$ cat src/rtl/display_pkg.sv
// Shared display constants: BCD digit layout and 7-segment patterns used by
// both the binary-to-BCD converter and the multiplexed display driver.
package display_pkg;

  localparam int NIBBLE_W = 4;
  localparam int DIGITS   = 4;
  localparam int BCD_W    = NIBBLE_W * DIGITS;

  localparam int THOUSANDS = 3;
  localparam int HUNDREDS  = 2;
  localparam int TENS      = 1;
  localparam int UNITS     = 0;

  // Segment order {g,f,e,d,c,b,a}, active-high.
  localparam logic [6:0] NUM_0 = 7'b011_1111;
  localparam logic [6:0] NUM_1 = 7'b000_0110;
  localparam logic [6:0] NUM_2 = 7'b101_1011;
  localparam logic [6:0] NUM_3 = 7'b100_1111;
  localparam logic [6:0] NUM_4 = 7'b110_0110;
  localparam logic [6:0] NUM_5 = 7'b110_1101;
  localparam logic [6:0] NUM_6 = 7'b111_1101;
  localparam logic [6:0] NUM_7 = 7'b000_0111;
  localparam logic [6:0] NUM_8 = 7'b111_1111;
  localparam logic [6:0] NUM_9 = 7'b110_1111;

  function automatic logic [6:0] seg_of(input logic [NIBBLE_W-1:0] digit);
    case (digit)
      4'd0:    return NUM_0;
      4'd1:    return NUM_1;
      4'd2:    return NUM_2;
      4'd3:    return NUM_3;
      4'd4:    return NUM_4;
      4'd5:    return NUM_5;
      4'd6:    return NUM_6;
      4'd7:    return NUM_7;
      4'd8:    return NUM_8;
      4'd9:    return NUM_9;
      default: return 7'b000_0000;
    endcase
  endfunction

  // Leading-zero flags; units is never blanked so zero still shows one "0".
  function automatic logic [DIGITS-1:0] blank_flags(input logic [BCD_W-1:0] bcd);
    logic [DIGITS-1:0] b;
    b[THOUSANDS] = (bcd[THOUSANDS*NIBBLE_W +: NIBBLE_W] == '0);
    b[HUNDREDS]  = b[THOUSANDS] && (bcd[HUNDREDS*NIBBLE_W +: NIBBLE_W] == '0);
    b[TENS]      = b[HUNDREDS] && (bcd[TENS*NIBBLE_W +: NIBBLE_W] == '0);
    b[UNITS]     = 1'b0;
    return b;
  endfunction

endpackage

$ cat src/rtl/bcd_add3.sv
// Double-dabble correction cell: a BCD nibble of 5 or more gets +3 so the
// following left shift carries correctly into the next decimal digit.
module bcd_add3
  import display_pkg::*;
(
  input  logic [NIBBLE_W-1:0] nibble_i,
  output logic [NIBBLE_W-1:0] nibble_o
);

  assign nibble_o = (nibble_i >= 4'd5) ? nibble_i + 4'd3 : nibble_i;

endmodule

$ cat src/rtl/bin2bcd_seq.sv
// Sequential double-dabble binary-to-BCD converter with held outputs,
// leading-zero blank flags and saturation at MAX_VALUE.
module bin2bcd_seq
  import display_pkg::*;
#(
  parameter int          WIDTH     = 14,
  parameter int unsigned MAX_VALUE = 9999
) (
  input  logic             clk,
  input  logic             user_btn,
  input  logic [WIDTH-1:0] in_value,
  input  logic             in_valid,
  output logic             in_ready,
  output logic [BCD_W-1:0] bcd_out,
  output logic [DIGITS-1:0] blank_out,
  output logic             overflow,
  output logic             out_valid
);

  localparam int               CNT_W = $clog2(WIDTH);
  localparam logic [CNT_W-1:0] LAST  = CNT_W'(WIDTH - 1);
  localparam logic [WIDTH-1:0] SAT   = WIDTH'(MAX_VALUE);
  localparam logic [DIGITS-1:0] BLANK_RST = 4'b1110;

  localparam logic [0:0] IDLE  = 1'b0;
  localparam logic [0:0] SHIFT = 1'b1;

  logic [0:0]        state_q, state_d;
  logic [WIDTH-1:0]  bin_sr_q, bin_sr_d;
  logic [BCD_W-1:0]  bcd_sr_q, bcd_sr_d;
  logic [CNT_W-1:0]  cnt_q, cnt_d;
  logic              ovf_r_q, ovf_r_d;
  logic [BCD_W-1:0]  bcd_out_q, bcd_out_d;
  logic [DIGITS-1:0] blank_q, blank_d;
  logic              overflow_q, overflow_d;
  logic              out_valid_q, out_valid_d;

  logic [BCD_W-1:0]       adj;
  logic [BCD_W+WIDTH-1:0] shift_w;
  logic [BCD_W-1:0]       bcd_shift;
  logic [WIDTH-1:0]       bin_shift;
  logic                   in_above;

  for (genvar d = 0; d < DIGITS; d++) begin : g_add3
    bcd_add3 u_add3 (
      .nibble_i (bcd_sr_q[d*NIBBLE_W +: NIBBLE_W]),
      .nibble_o (adj[d*NIBBLE_W +: NIBBLE_W])
    );
  end

  assign shift_w   = {adj, bin_sr_q} << 1;
  assign bcd_shift = shift_w[BCD_W+WIDTH-1:WIDTH];
  assign bin_shift = shift_w[WIDTH-1:0];
  assign in_above  = 32'(in_value) > MAX_VALUE;

  always_comb begin
    // NOTE: every variable gets a default before any branch, so no path can
    // leave one unassigned and infer a latch.
    state_d     = state_q;
    bin_sr_d    = bin_sr_q;
    bcd_sr_d    = bcd_sr_q;
    cnt_d       = cnt_q;
    ovf_r_d     = ovf_r_q;
    bcd_out_d   = bcd_out_q;
    blank_d     = blank_q;
    overflow_d  = overflow_q;
    out_valid_d = 1'b0;

    if (state_q == IDLE) begin
      if (in_valid) begin
        bin_sr_d = in_above ? SAT : in_value;
        ovf_r_d  = in_above;
        bcd_sr_d = '0;
        cnt_d    = '0;
        state_d  = SHIFT;
      end
    end else begin
      bcd_sr_d = bcd_shift;
      bin_sr_d = bin_shift;
      cnt_d    = cnt_q + 1'b1;
      // Last shift lands straight in the held outputs; the scratch never shows.
      if (cnt_q == LAST) begin
        bcd_out_d   = bcd_shift;
        blank_d     = blank_flags(bcd_shift);
        overflow_d  = ovf_r_q;
        out_valid_d = 1'b1;
        state_d     = IDLE;
      end
    end
  end

  // NOTE: registers update with non-blocking assignments so every flop samples
  // the pre-edge values regardless of statement order.
  always_ff @(posedge clk or negedge user_btn) begin
    if (!user_btn) begin
      state_q     <= IDLE;
      bin_sr_q    <= '0;
      bcd_sr_q    <= '0;
      cnt_q       <= '0;
      ovf_r_q     <= 1'b0;
      bcd_out_q   <= '0;
      blank_q     <= BLANK_RST;
      overflow_q  <= 1'b0;
      out_valid_q <= 1'b0;
    end else begin
      state_q     <= state_d;
      bin_sr_q    <= bin_sr_d;
      bcd_sr_q    <= bcd_sr_d;
      cnt_q       <= cnt_d;
      ovf_r_q     <= ovf_r_d;
      bcd_out_q   <= bcd_out_d;
      blank_q     <= blank_d;
      overflow_q  <= overflow_d;
      out_valid_q <= out_valid_d;
    end
  end

  assign in_ready  = (state_q == IDLE);
  assign bcd_out   = bcd_out_q;
  assign blank_out = blank_q;
  assign overflow  = overflow_q;
  assign out_valid = out_valid_q;

endmodule

$ cat config.mk
export PLATFORM = sky130hd
export DESIGN_NAME = bin2bcd_seq
export DESIGN_NICKNAME = d
export VERILOG_FILES = /design/src/rtl/display_pkg.sv /design/src/rtl/bcd_add3.sv /design/src/rtl/bin2bcd_seq.sv
export SDC_FILE = /design/constraint.sdc
export NUM_CORES = 1
export LEC_CHECK = 0
export BUFFER_PORTS_ARGS = -buffer_cell sky130_fd_sc_hd__buf_4
export CAP_MARGIN = 20
export CORE_AREA = 8 8 82 84
export CTS_BUF_LIST = sky130_fd_sc_hd__clkbuf_4 sky130_fd_sc_hd__clkbuf_8
export DETAILED_ROUTE_END_ITERATION = 7
export DIE_AREA = 0 0 90 92
export GPL_ROUTABILITY_DRIVEN = 0
export PLACE_DENSITY_LB_ADDON = 0.2
export SYNTH_ARGS = -nofsm -noshare
export SYNTH_HDL_FRONTEND = slang
export SYNTH_SLANG_ARGS = --single-unit
$ cat constraint.sdc
create_clock -name clk -period 1.8 [get_ports clk]
set_input_delay 0.18 -clock clk [delete_from_list [all_inputs] [get_ports clk]]
set_output_delay 0.18 -clock clk [all_outputs]
set_load 0.01 [all_outputs]
Word level (Yosys, flattened, before mapping)
Cells that the tools add are included.
{"block": "word_totals", "ff_bits": 57, "inputBits": 17}
{"block": "classes", "addsub": 5, "magnitude_cmp": 5, "eq_ne": 1, "n_mux": 16, "bitwise": 1, "reduce_logical": 8}
{"operator": "$mux 14", "count": 3}
{"operator": "$mux 16", "count": 2}
{"operator": "$mux 4", "count": 5}
{"operator": "$ge 4x3->1 const B", "count": 4}
{"operator": "$gt 14x14->1 const B", "count": 1}
{"operator": "$add 4x2->4 const B", "count": 3}
{"operator": "$logic_not 4->1", "count": 3}
{"operator": "$mux 1", "count": 5}
{"operator": "$add 4x1->4 const B", "count": 1}
{"operator": "$eq 4x4->1 const B", "count": 1}
{"operator": "$reduce_and 2->1", "count": 2}
{"operator": "$add 3x2->3 const B", "count": 1}
{"operator": "$mux 3", "count": 1}
{"operator": "$logic_and 1x1->1", "count": 2}
{"operator": "$reduce_bool 2->1", "count": 1}
{"operator": "$not 1->1", "count": 1}

Longest topological paths before layout
{"block": "depth", "depth_word": 5, "depth_mapped": 7, "mapped_depth_nobuf": 7}

By module
A second synthesis with hierarchy kept.
{"block": "unflattened", "cells_unflattened": 287, "area_unflattened_um2": 2790.2}
{"mod": "bin2bcd_seq", "instances": 1, "cells_each": 223, "area_per_inst_um2": 2384.8, "seq_area_each_um2": 1430.1}
{"mod": "bcd_add3", "instances": 4, "cells_each": 16, "area_per_inst_um2": 101.3, "seq_area_each_um2": 0.0}

Worst setup path before layout
OpenSTA, ideal clock, no wires.
{"block": "synth_timing", "path_type": "register to register", "startpoint": "register bcd_sr_q[12]", "endpoint": "register blank_q[1], in the netlist blank_out[1]", "setup_ns": 0.063, "arrival_time_ns": 1.737, "path_slack_ns": 0.000, "stages_incl_launch_ff": 8, "n_path_buf": 0, "synth_period_minus_slack_ns": 1.800, "cell_sequence": "dfrtp_1 inv_1 ha_1 nand2b_1 a21oi_1 nand3_1 a2111oi_4 a32o_1"}
{"block": "synth_via", "elab_chain_cells": 5}
{"element": "start: declaration", "line_no": "bin2bcd_seq.sv:30", "source": "logic [BCD_W-1:0] bcd_sr_q, bcd_sr_d;"}
{"element": "start signal: assignment", "line_no": "bin2bcd_seq.sv:108", "source": "bcd_sr_q <= bcd_sr_d;"}
{"element": "$ge 4x3->1 / $add 3x2->3 (equally long branches)", "line_no": "bcd_add3.sv:10", "source": "assign nibble_o = (nibble_i >= 4'd5) ? nibble_i + 4'd3 : nibble_i;"}
{"element": "$mux 3 (*)", "line_no": "bcd_add3.sv:10"}
{"element": "$logic_not 4->1 (*)", "line_no": "display_pkg.sv:45", "source": "b[THOUSANDS] = (bcd[THOUSANDS*NIBBLE_W +: NIBBLE_W] == '0);"}
{"element": "$logic_and 1x1->1 (*)", "line_no": "display_pkg.sv:46", "source": "b[HUNDREDS] = b[THOUSANDS] && (bcd[HUNDREDS*NIBBLE_W +: NIBBLE_W] == '0);"}
{"element": "$logic_and 1x1->1 (*)", "line_no": "display_pkg.sv:47", "source": "b[TENS] = b[HUNDREDS] && (bcd[TENS*NIBBLE_W +: NIBBLE_W] == '0);"}
{"element": "end signal: assignment", "line_no": "bin2bcd_seq.sv:112", "source": "blank_q <= blank_d;"}
{"element": "end: declaration", "line_no": "bin2bcd_seq.sv:34", "source": "logic [DIGITS-1:0] blank_q, blank_d;"}
Mark *: on every way between the ends. The rest lies on a longest branch, timed or not.
A chain may end at the register's enable or synchronous reset.

Final worst setup path
Ends and elaborated chain as after synthesis.

==> implementation parameters <==
Parameter                              Value

Synth
  Sequential share of the synthesized area ... 0.5110
  Cell area after technology mapping ... 2799 sq um
  Yosys Warn Count ... 0
  Mapped Nets ... 328
  Most frequently used flop master after synthesis ... sky130_fd_sc_hd__dfrtp_1
  Number of flops mapped to enable cells by yosys ... 0
  Top area cells in the synthesized netlist ... sky130_fd_sc_hd__dfrtp_1 (48%), sky130_fd_sc_hd__nand2_1 (9.4%), sky130_fd_sc_hd__ha_1 (4.5%), sky130_fd_sc_hd__o21ai_0 (4.3%), sky130_fd_sc_hd__mux2i_1 (3.6%)
  Cell taking the most area after synthesis ... sky130_fd_sc_hd__dfrtp_1
  Syn Inst Count ... 301
  Area share of the leading cell type in the synthesized netlist ... 0.4828
  Post-synthesis register bit count ... 57
  Synth cell types ... 36
  Synth async-reset ratio ... 1.000
  Mapped Avg Cell Area ... 9.299 sq um

Timing
  Total Negative Setup Slacks ... -22.95 ps
  Smallest setup slack after layout ... -22.95 ps
  Min Tclk post-route ... 1823 ps
  RSZ-0062 raised after global routing ... yes
  Final hold violations ... 0
  Setup skew after layout ... 10.32 ps
  Maximum clock rate ... 0.5486 GHz
  WHS ... 83.79 ps
  Final setup violating endpoints ... 1
  Count of final max-slew check failures ... 0
  Worst slew margin relative to its limit ... 0.5344
  Transition time of the tightest slew-check pin ... 698.4 ps
  Share of the cycle needed by the critical path after routing ... 1.013

Placed design
  Worst setup slack before clock tree synthesis ... -2.781 ps
  HPWL after detailed placement ... 4.141 mm
  Port bufs ... 38

Worst setup path
  Arrival time at the worst endpoint ... 2100 ps
  Maximum fanout along the worst path ... 5
  Endpoint kind of the worst setup timing path ... flip-flop
  Required time of the critical path ... 2070 ps
  Type of element launching the critical path ... flip-flop
  Worst Setup Path Type ... flip-flop to flip-flop

Power and ir drop
  Static leakage ... 1.681 nW
  Areal power density over the cells ... 1839 nW/um^2
  Maximum vdd drop ... 0.0007088 V

Floorplan
  Initial Util ... 0.5178
  Floorplan die height ... 92 microns
  Core area ... 5405 sq um
  DIE AREA ... 8280 sq um
  Die width ... 90 microns
  Count of boundary I/O pins ... 40
  Rows ... 27

Detailed routing
  WL/cell ... 14.04 microns
  Remaining DRCs ... 0
  Iteration count of the initial detailed-routing pass ... 4
  DRT antenna net count ... 0
  Violation count after the first detailed-routing iteration ... 113
  Mean number of vias per cell ... 5.232
  Detailed-route wire length ... 5.994 mm
  Via total after detailed routing ... 2,234

CTS
  Maximum buffer depth of the clock tree ... 2
  Clock transition time at the flip-flop clock pins of the worst setup and hold paths ... 60 ps
  Inserted Clock Buffers ... 9
  Buffer type at the clock tree root ... sky130_fd_sc_hd__clkbuf_8
  Clock tree from TritonCTS ... built
  Deepest level of the CTS H-tree ... 3
  Worst skew pair latency ... 340 ps
  Clock sink count ... 57

Cells and area
  ANT cells ... 0
  Sequential standard cell area ... 1430 sq um
  Area grow syn2layout ... 23.92%
  Fillcell total ... 478
  Area of combinational cells with multiple inputs ... 1264 sq um
  Final-stage net count ... 378
  Final cell utilization of the core ... 0.6417
  Layout cells sized above 1 ... 0.2366

Global route
  Via count of the first global-routing pass ... 2,266
  Initial antenna violation count ... 0
  Global route total overflow ... 0
  Overall track demand over capacity in global routing ... 0.1541
  Global-route wire length before repair ... 10.36 mm
  Maximum number of pins on one net before global-route repair ... 58

Status
  Violated checks ... setup timing
  Result of the run ... finished with violations

Run
  MaxCap Viol Count ... 0

Hold path
  Tightest Hold Check Type ... primary input to flip-flop
critical path: stages (launching register included):
cell and delay (ps):
sky130_fd_sc_hd__dfrtp_1 410, sky130_fd_sc_hd__inv_1 140, sky130_fd_sc_hd__ha_4 170, sky130_fd_sc_hd__nor3b_1 50, sky130_fd_sc_hd__a21oi_1 220, sky130_fd_sc_hd__nand3b_1 180, sky130_fd_sc_hd__a2111oi_4 380, sky130_fd_sc_hd__a32o_1 210
cell usage after synthesis, drive strengths merged, types with 2 or more instances:
cell and instances:
nand2 70, dfrtp 54, o21ai 31, a21oi 19
inv 17, clkbuf 13, ha 10, mux2i 10
nor3b 10, nor2 8, nand3 7, o22ai 6
xnor2 5, a221oi 4, buf 4, nand2b 4
o31ai 4, dfstp 3, nor3 3, a211o 2
a21o 2, a31o 2, nand3b 2, nand4 2
stage by stage:
step                instances  total power [mW]  cell area [sq um]
finish                    427             6.377               3468
global route              427             6.948               3468
CTS                       425             6.333               3432
detailed placement        409             5.191               3228
global placement          409             5.083               3228
floorplan                 301             4.135               2799
worst paths after layout:
path | to | cells past startpoint | startpoint | slack [ps]
max in group asynchronous | bin_sr_q[13] | 2 | user_btn | 900
worst max-delay path | blank_out[1] | 7 | bcd_sr_q[12] | -20
worst min-delay path | bin_sr_q[0] | 3 | in_value[0] | 80
min in group asynchronous | bcd_out[5] | 2 | user_btn | 440
worst max register to register | blank_out[1] | 7 | bcd_sr_q[12] | -20
worst min register to register | blank_out[3] | 2 | blank_out[3] | 460
repair_timing:
action	in CTS	in global routing
hold buffers	1	0
gates cloned	0	0
pin swaps	1	0
endpoints found under the hold margin	54	0
setup buffers	0	2
resized for setup	4	4
setup endpoints to repair	1	7
power by group:
group          total (mW)  internal [mW]  switching [mW]
registers            2.27           1.86           0.404
clock network        1.10          0.617           0.487
logic                3.01           1.43            1.58
total                6.38           3.91            2.47
sequential cells by signal, indices dropped and copies added (netlist names):
name	cells
cnt_q	4
blank_out	3
overflow	1
bin_sr_q	14
bcd_out	16
ovf_r_q	1
out_valid	1
bcd_sr_q	16
state_q	1
cell usage in the layout (no fill, tap or decap), types with 2 or more instances in the layout:
| master | instances |
|---|---|
| sky130_fd_sc_hd__clkbuf_8 | 12 |
| sky130_fd_sc_hd__a21oi_1 | 17 |
| sky130_fd_sc_hd__dfrtp_1 | 54 |
| sky130_fd_sc_hd__ha_1 | 7 |
| sky130_fd_sc_hd__o31ai_1 | 4 |
| sky130_fd_sc_hd__ha_2 | 2 |
| sky130_fd_sc_hd__buf_4 | 54 |
| sky130_fd_sc_hd__nand2b_1 | 4 |
| sky130_fd_sc_hd__dfstp_2 | 3 |
| sky130_fd_sc_hd__nand2_1 | 70 |
| sky130_fd_sc_hd__xnor2_1 | 5 |
| sky130_fd_sc_hd__nor3b_1 | 10 |
| sky130_fd_sc_hd__o22ai_1 | 6 |
| sky130_fd_sc_hd__a21oi_2 | 2 |
| sky130_fd_sc_hd__a21o_1 | 2 |
| sky130_fd_sc_hd__a221oi_1 | 4 |
| sky130_fd_sc_hd__nand3b_1 | 2 |
| sky130_fd_sc_hd__inv_1 | 16 |
| sky130_fd_sc_hd__o21ai_1 | 7 |
| sky130_fd_sc_hd__a211o_1 | 2 |
| sky130_fd_sc_hd__o21ai_0 | 24 |
| sky130_fd_sc_hd__mux2i_1 | 10 |
| sky130_fd_sc_hd__nor3_1 | 3 |
| sky130_fd_sc_hd__a31o_2 | 2 |
| sky130_fd_sc_hd__nor2_1 | 8 |
| sky130_fd_sc_hd__nand3_1 | 6 |
area by class of cell:
type / instances / share of cell area
Clock buffer: 13 / 0.04978
Inverter: 17 / 0.01840
Clock inverter: 2 / 0.003607
Multi-Input combinational cell: 210 / 0.3644
Tap cell: 72 / 0.02597
Timing Repair Buffer: 56 / 0.1255
Sequential cell: 57 / 0.4123
layer usage:
metal  share of wire  up-vias  GRT usage
li1                -     1127          -
met1            0.49     1048     0.1847
met2            0.44       47     0.2448
met3           0.051       12    0.04890
met4           0.020        0    0.07906
met5               0        -          0
kinds of logic after synthesis:
group	count (synthesis)	synth area share
AO/OA/AOI/OAI	75	0.1654
XOR/XNOR	6	0.01878
adder cells (fa/ha/maj)	10	0.04470
buffers and inverters	34	0.04828
flip-flops	57	0.5110
multiplexers	10	0.03576
other	1	0.001340
AND/OR/NAND/NOR	108	0.1748
Note: power is estimated with default switching activity, not from simulation.
